## src/rtl/scan_page_scheduler.sv

```systemverilog
// scan_page_scheduler: ping-pong Scan RAM page owner; swaps on joint packet completion
// and streams the completed page, channel A then channel B, over a valid/ready byte port.
module scan_page_scheduler #(
  parameter int IDX_W  = 7,
  parameter int DATA_W = 8
) (
  input  logic              clk_i,
  input  logic              rst_i,
  input  logic              packet_formed_a_i,
  input  logic              packet_formed_b_i,
  input  logic              wren_a_i,
  input  logic              wren_b_i,
  input  logic [IDX_W:0]    wr_addr_a_i,
  input  logic [IDX_W:0]    wr_addr_b_i,
  output logic              ram_page_o,
  output logic [IDX_W:0]    rd_addr_a_o,
  output logic [IDX_W:0]    rd_addr_b_o,
  input  logic [DATA_W-1:0] rd_data_a_i,
  input  logic [DATA_W-1:0] rd_data_b_i,
  output logic [DATA_W-1:0] m_data_o,
  output logic              m_valid_o,
  input  logic              m_ready_i,
  output logic              m_last_o,
  output logic              m_chan_o,
  output logic              busy_o,
  output logic [15:0]       drop_cnt_o
);
  localparam int AW = IDX_W + 1;
  typedef enum logic [1:0] {IDLE, RD_ADDR, RD_WAIT, OUT} state_t;
  state_t state, state_n;
  logic [AW-1:0] len_wa, len_wb, len_ra, len_rb, nxt_a, nxt_b, cur_len;
  logic [IDX_W-1:0] rd_idx;
  logic both, both_q, evt;
  // trackers with same-cycle write bypass so a write coinciding with the swap is kept
  assign nxt_a = (wren_a_i && wr_addr_a_i[IDX_W] == ram_page_o) ? {1'b0, wr_addr_a_i[IDX_W-1:0]} + AW'(1) : len_wa;
  assign nxt_b = (wren_b_i && wr_addr_b_i[IDX_W] == ram_page_o) ? {1'b0, wr_addr_b_i[IDX_W-1:0]} + AW'(1) : len_wb;
  assign both = packet_formed_a_i & packet_formed_b_i;
  assign evt = both & ~both_q;
  assign cur_len = m_chan_o ? len_rb : len_ra;
  assign rd_addr_a_o = {~ram_page_o, rd_idx};
  assign rd_addr_b_o = {~ram_page_o, rd_idx};
  assign busy_o = state != IDLE;
  always_comb begin
    state_n = state;
    case (state)
      IDLE:    state_n = (evt && (nxt_a != '0 || nxt_b != '0)) ? RD_ADDR : IDLE;
      RD_ADDR: state_n = RD_WAIT;
      RD_WAIT: state_n = OUT;
      OUT:     state_n = !m_ready_i ? OUT : (!m_last_o || (!m_chan_o && len_rb != '0)) ? RD_ADDR : IDLE;
      default: state_n = IDLE;
    endcase
  end
  always_ff @(posedge clk_i or posedge rst_i)
    if (rst_i) state <= IDLE;
    else state <= state_n;
  always_ff @(posedge clk_i or posedge rst_i) begin
    if (rst_i) begin
      both_q     <= 1'b0;
      ram_page_o <= 1'b0;
      len_wa     <= '0;
      len_wb     <= '0;
      len_ra     <= '0;
      len_rb     <= '0;
      rd_idx     <= '0;
      m_data_o   <= '0;
      m_valid_o  <= 1'b0;
      m_last_o   <= 1'b0;
      m_chan_o   <= 1'b0;
      drop_cnt_o <= '0;
    end else begin
      both_q <= both;
      if (evt && state == IDLE) begin
        ram_page_o <= ~ram_page_o;
        len_ra     <= nxt_a;
        len_rb     <= nxt_b;
        len_wa     <= '0;
        len_wb     <= '0;
        rd_idx     <= '0;
        m_chan_o   <= nxt_a == '0;
      end else if (evt) begin
        // overrun: the page being written is reused in place
        len_wa <= '0;
        len_wb <= '0;
        if (drop_cnt_o != 16'hFFFF) drop_cnt_o <= drop_cnt_o + 16'd1;
      end else begin
        len_wa <= nxt_a;
        len_wb <= nxt_b;
      end
      if (state == RD_WAIT) begin
        m_data_o  <= m_chan_o ? rd_data_b_i : rd_data_a_i;
        m_valid_o <= 1'b1;
        m_last_o  <= {1'b0, rd_idx} == cur_len - AW'(1);
      end
      if (state == OUT && m_ready_i) begin
        m_valid_o <= 1'b0;
        if (!m_last_o) rd_idx <= rd_idx + 1'b1;
        else if (!m_chan_o && len_rb != '0) begin
          m_chan_o <= 1'b1;
          rd_idx   <= '0;
        end
      end
    end
  end
endmodule

```

## config.mk

```make
export PLATFORM = sky130hd
export DESIGN_NAME = scan_page_scheduler
export DESIGN_NICKNAME = d
export VERILOG_FILES = /design/src/rtl/scan_page_scheduler.sv
export SDC_FILE = /design/constraint.sdc
export NUM_CORES = 1
export LEC_CHECK = 0
export BUFFER_PORTS_ARGS = -buffer_cell sky130_fd_sc_hd__buf_2
export CAP_MARGIN = 20
export CELL_PAD_IN_SITES_DETAIL_PLACEMENT = 0
export CELL_PAD_IN_SITES_GLOBAL_PLACEMENT = 2
export CORE_MARGIN = 4
export CORE_UTILIZATION = 33
export CTS_CLUSTER_SIZE = 24
export DETAILED_ROUTE_END_ITERATION = 10
export PLACE_DENSITY = 0.8
export SKIP_LAST_GASP = 1
export SLEW_MARGIN = 20
export SYNTH_ARGS = -nofsm -noshare
export SYNTH_HDL_FRONTEND = slang
export SYNTH_SLANG_ARGS = --single-unit
```

## constraint.sdc

```tcl
create_clock -name clk_i -period 3.4 [get_ports clk_i]
set_input_delay 0 -clock clk_i [delete_from_list [all_inputs] [get_ports clk_i]]
set_output_delay 0 -clock clk_i [all_outputs]
set_load 0.005 [all_outputs]
```

==> results.json <==
{
  "synth_xor_area_share_pct": 8.755,
  "synth_compound_area_share_pct": 11.23,
  "ys_warn_count": 0,
  "worst_slack_ns": 1.084,
  "leakage_nw": 2.185,
  "cap_violations": 0,
  "clock_sinks": 70,
  "synth_top_area_share_pct": 47.51,
  "tns_ns": 0,
  "gp_congestion": 0.8351,
  "netlist_area_mm2": 0.003687,
  "antenna_cells": 0,
  "routed.top_layer": "met4",
  "stdcell_count": 607,
  "drt_first_iter_violations": 156,
  "io_buffers": 83,
  "synth_top_family_by_area": "simple AND/OR/NAND/NOR gates",
  "p_clk_share_pct": 22.4,
  "root_buffer": "clkbuf_8",
  "ys_top_cells_by_area": "dfrtp_1 48%, mux2i_1 7.6%, xnor2_1 6.4%",
  "ys_types": 51,
  "internal_power_w": 0.001985,
  "outcome": "complete, no violations",
  "grt_pass1_vias": 2859,
  "cpLargestDelayFamily": "compound AO/OA/AOI/OAI gates",
  "min_from": "wr_addr_b_i[0]",
  "ios": 84,
  "rr_startpoint": "m_chan_o",
  "wl_met2_mm": 3.822,
  "arrival_ns": 2.59,
  "grt_max_degree": 39,
  "synth.area.mux_share_pct": 8.517,
  "synth-simple-area-share_pct": 17.81,
  "clockBufferDepth": 2,
  "syn_area_per_cell_um2": 10.07,
  "finish.instance_area_mm2": 0.004559,
  "start_kind": "flop",
  "clk_pin_slew_ns": 0.07,
  "core_mm2": 0.01089,
  "die_y_um": 113.7,
  "crit_start": "m_chan_o",
  "powerDensity_mw_per_mm2": 692.6,
  "clk_latency_ns": 0.35,
  "slew_headroom_pct": 46.04,
  "rows": 38,
  "pre_cts_ws_ns": 1.123,
  "synthArstFlopShare_pct": 100.0,
  "cts_tree": "done",
  "via_per_inst": 4.901,
  "slowest_delay_ns": 0.50,
  "ir_drop_mv": 0.2432,
  "ys_seq_area_share_pct": 47.51,
  "end_kind": "flop",
  "finalSetupViolCount": 0,
  "die_w_um": 113.7,
  "postRouteAntennaNets": 0,
  "cp_slowest_cell": "or4_4",
  "drc": 0,
  "placedCellCount": 572,
  "critPathKind": "flop to flop",
  "fin_nets": 506,
  "hold_viol": 0,
  "wirelength_mm": 8.612,
  "post-route-period-util_pct": 68.11,
  "synth_top_cell_by_area": "dfrtp_1",
  "cts_buffers": 9,
  "max_freq_ghz": 0.4318,
  "dp_hpwl_mm": 6.256,
  "crit_chain": "mux2i_1 > ha_1 > xor2_2 > xnor2_1 > or4_4 > a221oi_2 > o311a_1 > a32o_1",
  "min_period_ns": 2.316,
  "swShare_pct": 37.13,
  "grt_usage_pct": 13.77,
  "synth_nets": 410,
  "critPathBufInv": 0,
  "dpl_cell_area_mm2": 0.004161,
  "grt_pass1_wl_mm": 14.33,
  "switching_power_w": 0.001172,
  "rsz0062_at_grt": "no",
  "wire_per_inst_um": 14.19,
  "fillCellCount": 1074,
  "synth-seq-cells": 70,
  "hp-class": "primary input to flop",
  "cts-resized-gates": 0,
  "crit_fanout": 3,
  "wirelength_met1_mm": 4.170,
  "max_slew.worst_pin.slew_ns": 0.8083,
  "syn_to_final_growth_pct": 23.65,
  "combPwrFrac_pct": 36.8,
  "finClkSkew_ns": 0.01545,
  "drive_gt1_share_pct": 24.41,
  "drv_slew": 0,
  "syn-instance-count": 366,
  "synthAdderAreaFrac_pct": 1.697,
  "overflow": 0,
  "synth_edf_count": 0,
  "synthFlopType": "dfrtp_1",
  "antenna_found_initial": 0,
  "vias": 2975,
  "firstDrtPassIters": 4,
  "dr_wl_met3_um": 472,
  "h-tree-depth": 3,
  "die_area_mm2": 0.01293,
  "initial_core_util_pct": 33.87,
  "required_ns": 3.68,
  "p_seq_share_pct": 40.9
}
-- synthesized netlist by cell type, types with 2 or more instances --
| cell type | n |
|---|---|
| buf_6 | 2 |
| clkbuf_8 | 2 |
| xor2_1 | 8 |
| and2_1 | 2 |
| a31oi_1 | 4 |
| mux2_2 | 3 |
| nor4b_1 | 2 |
| buf_4 | 8 |
| nand4_1 | 5 |
| mux2i_1 | 28 |
| a21oi_1 | 11 |
| nand2_1 | 42 |
| xnor2_1 | 27 |
| ha_1 | 5 |
| clkbuf_1 | 6 |
| nor2_1 | 31 |
| nor3b_1 | 3 |
| nor3_1 | 7 |
| nor2b_1 | 2 |
| o21ai_0 | 38 |
| dfrtp_1 | 70 |
| inv_1 | 5 |
| and3_1 | 9 |
| buf_2 | 2 |
| nand3_1 | 17 |
| nor4_1 | 2 |
-- final timing paths --
path	slack (ns)	cells past startpoint	end
worst max-delay path	1.08	8	m_last_o
worst min-delay path	0.08	4	len_wb[0]
worst max register to register	1.08	8	m_last_o
worst min register to register	0.48	2	m_data_o[7]
max in group asynchronous	2.10	4	len_rb[4]
min in group asynchronous	0.35	3	drop_cnt_o[11]
-- layout make-up --
type                       count  area (um^2)  share of cell area, %
timing repair buffer         106        635.6                  13.94
clock inverter                 5        56.30                  1.235
inverter                       5        18.77                 0.4116
sequential                    70         1752                  38.42
tap                          140        175.2                  3.842
clock buffer                  11        151.4                  3.321
multi-input combinational    270         1770                  38.83
-- registers in the layout, indices dropped and copies added, names as in the netlist --
register,count
m_chan_o,1
len_rb,8
len_ra,8
m_data_o,8
m_last_o,1
len_wa,8
both_q,1
state,2
len_wb,8
ram_page_o,1
rd_idx,7
m_valid_o,1
drop_cnt_o,16
-- what timing repair did --
action	CTS	global route
hold buffers	19	0
buffers inserted	0	0
hold endpoints to repair	46	0
-- worst reg2reg max path: stages (launching register included) --
cell and delay [ns]:
dfrtp_1 0.40, mux2i_1 0.31, ha_1 0.27, xor2_2 0.16, xnor2_1 0.09, or4_4 0.50, a221oi_2 0.18, o311a_1 0.19
a32o_1 0.16
-- cell families (layout without fill, tap and decap cells) --
| logic type | Yosys count | count (layout) |
|---|---|---|
| buffers and inverters | 26 | 127 |
| xor gates and xnor gates | 36 | 36 |
| adders and majority gates | 5 | 5 |
| muxes | 31 | 31 |
| DFF | 70 | 70 |
| and+or+nand+nor | 131 | 131 |
| AOI/OAI and AO/OA | 67 | 67 |
-- metrics by stage --
stage | hold WS [ns] | utilization [%] | total power, W
CTS | 0.06306 | 41.88 | 0.003205
floorplan | 0.1432 | - | 0.002113
finish | 0.07889 | 41.88 | 0.003158
global placement | 0.2050 | 38.22 | 0.002434
detailed placement | 0.2166 | 38.22 | 0.002457
global route | 0.1014 | 41.88 | 0.003422
-- layout by cell type (no fill, tap or decap), types with 2 or more instances in the layout --
cell type and count:
mux2_2 3, nand2_1 42, ha_1 5, a31oi_1 4
nand3_1 17, nor2_1 31, o21ai_0 38, inv_1 4
dlygate4sd3_1 19, nor3_1 7, clkinv_2 2, xnor2_1 27
and2_1 2, clkbuf_8 11, nor4_1 2, nor3b_1 3
buf_4 4, a21oi_1 11, mux2i_1 28, nand4_1 5
buf_2 83, dfrtp_1 70, xor2_1 8, nor4b_1 2
and3_1 9, nor2b_1 2
-- power by group through the flow --
| stage | registers, W | clock network (W) | logic [W] |
|---|---|---|---|
| finish | 0.00129 | 0.000706 | 0.00116 |
| global placement | 0.00130 | 0 | 0.00113 |
| detailed placement | 0.00131 | 0 | 0.00115 |
| global route | 0.00133 | 0.000762 | 0.00133 |
| CTS | 0.00129 | 0.000729 | 0.00118 |
| floorplan | 0.00126 | 0 | 0.000852 |
-- metal layers --
metal	vias to the layer above	GRT usage, %
met4	0	5.609
met2	79	20.73
met3	12	2.175
met5	-	0
met1	1403	19.77
li1	1481	-
Power figures use the tool's default switching activity.
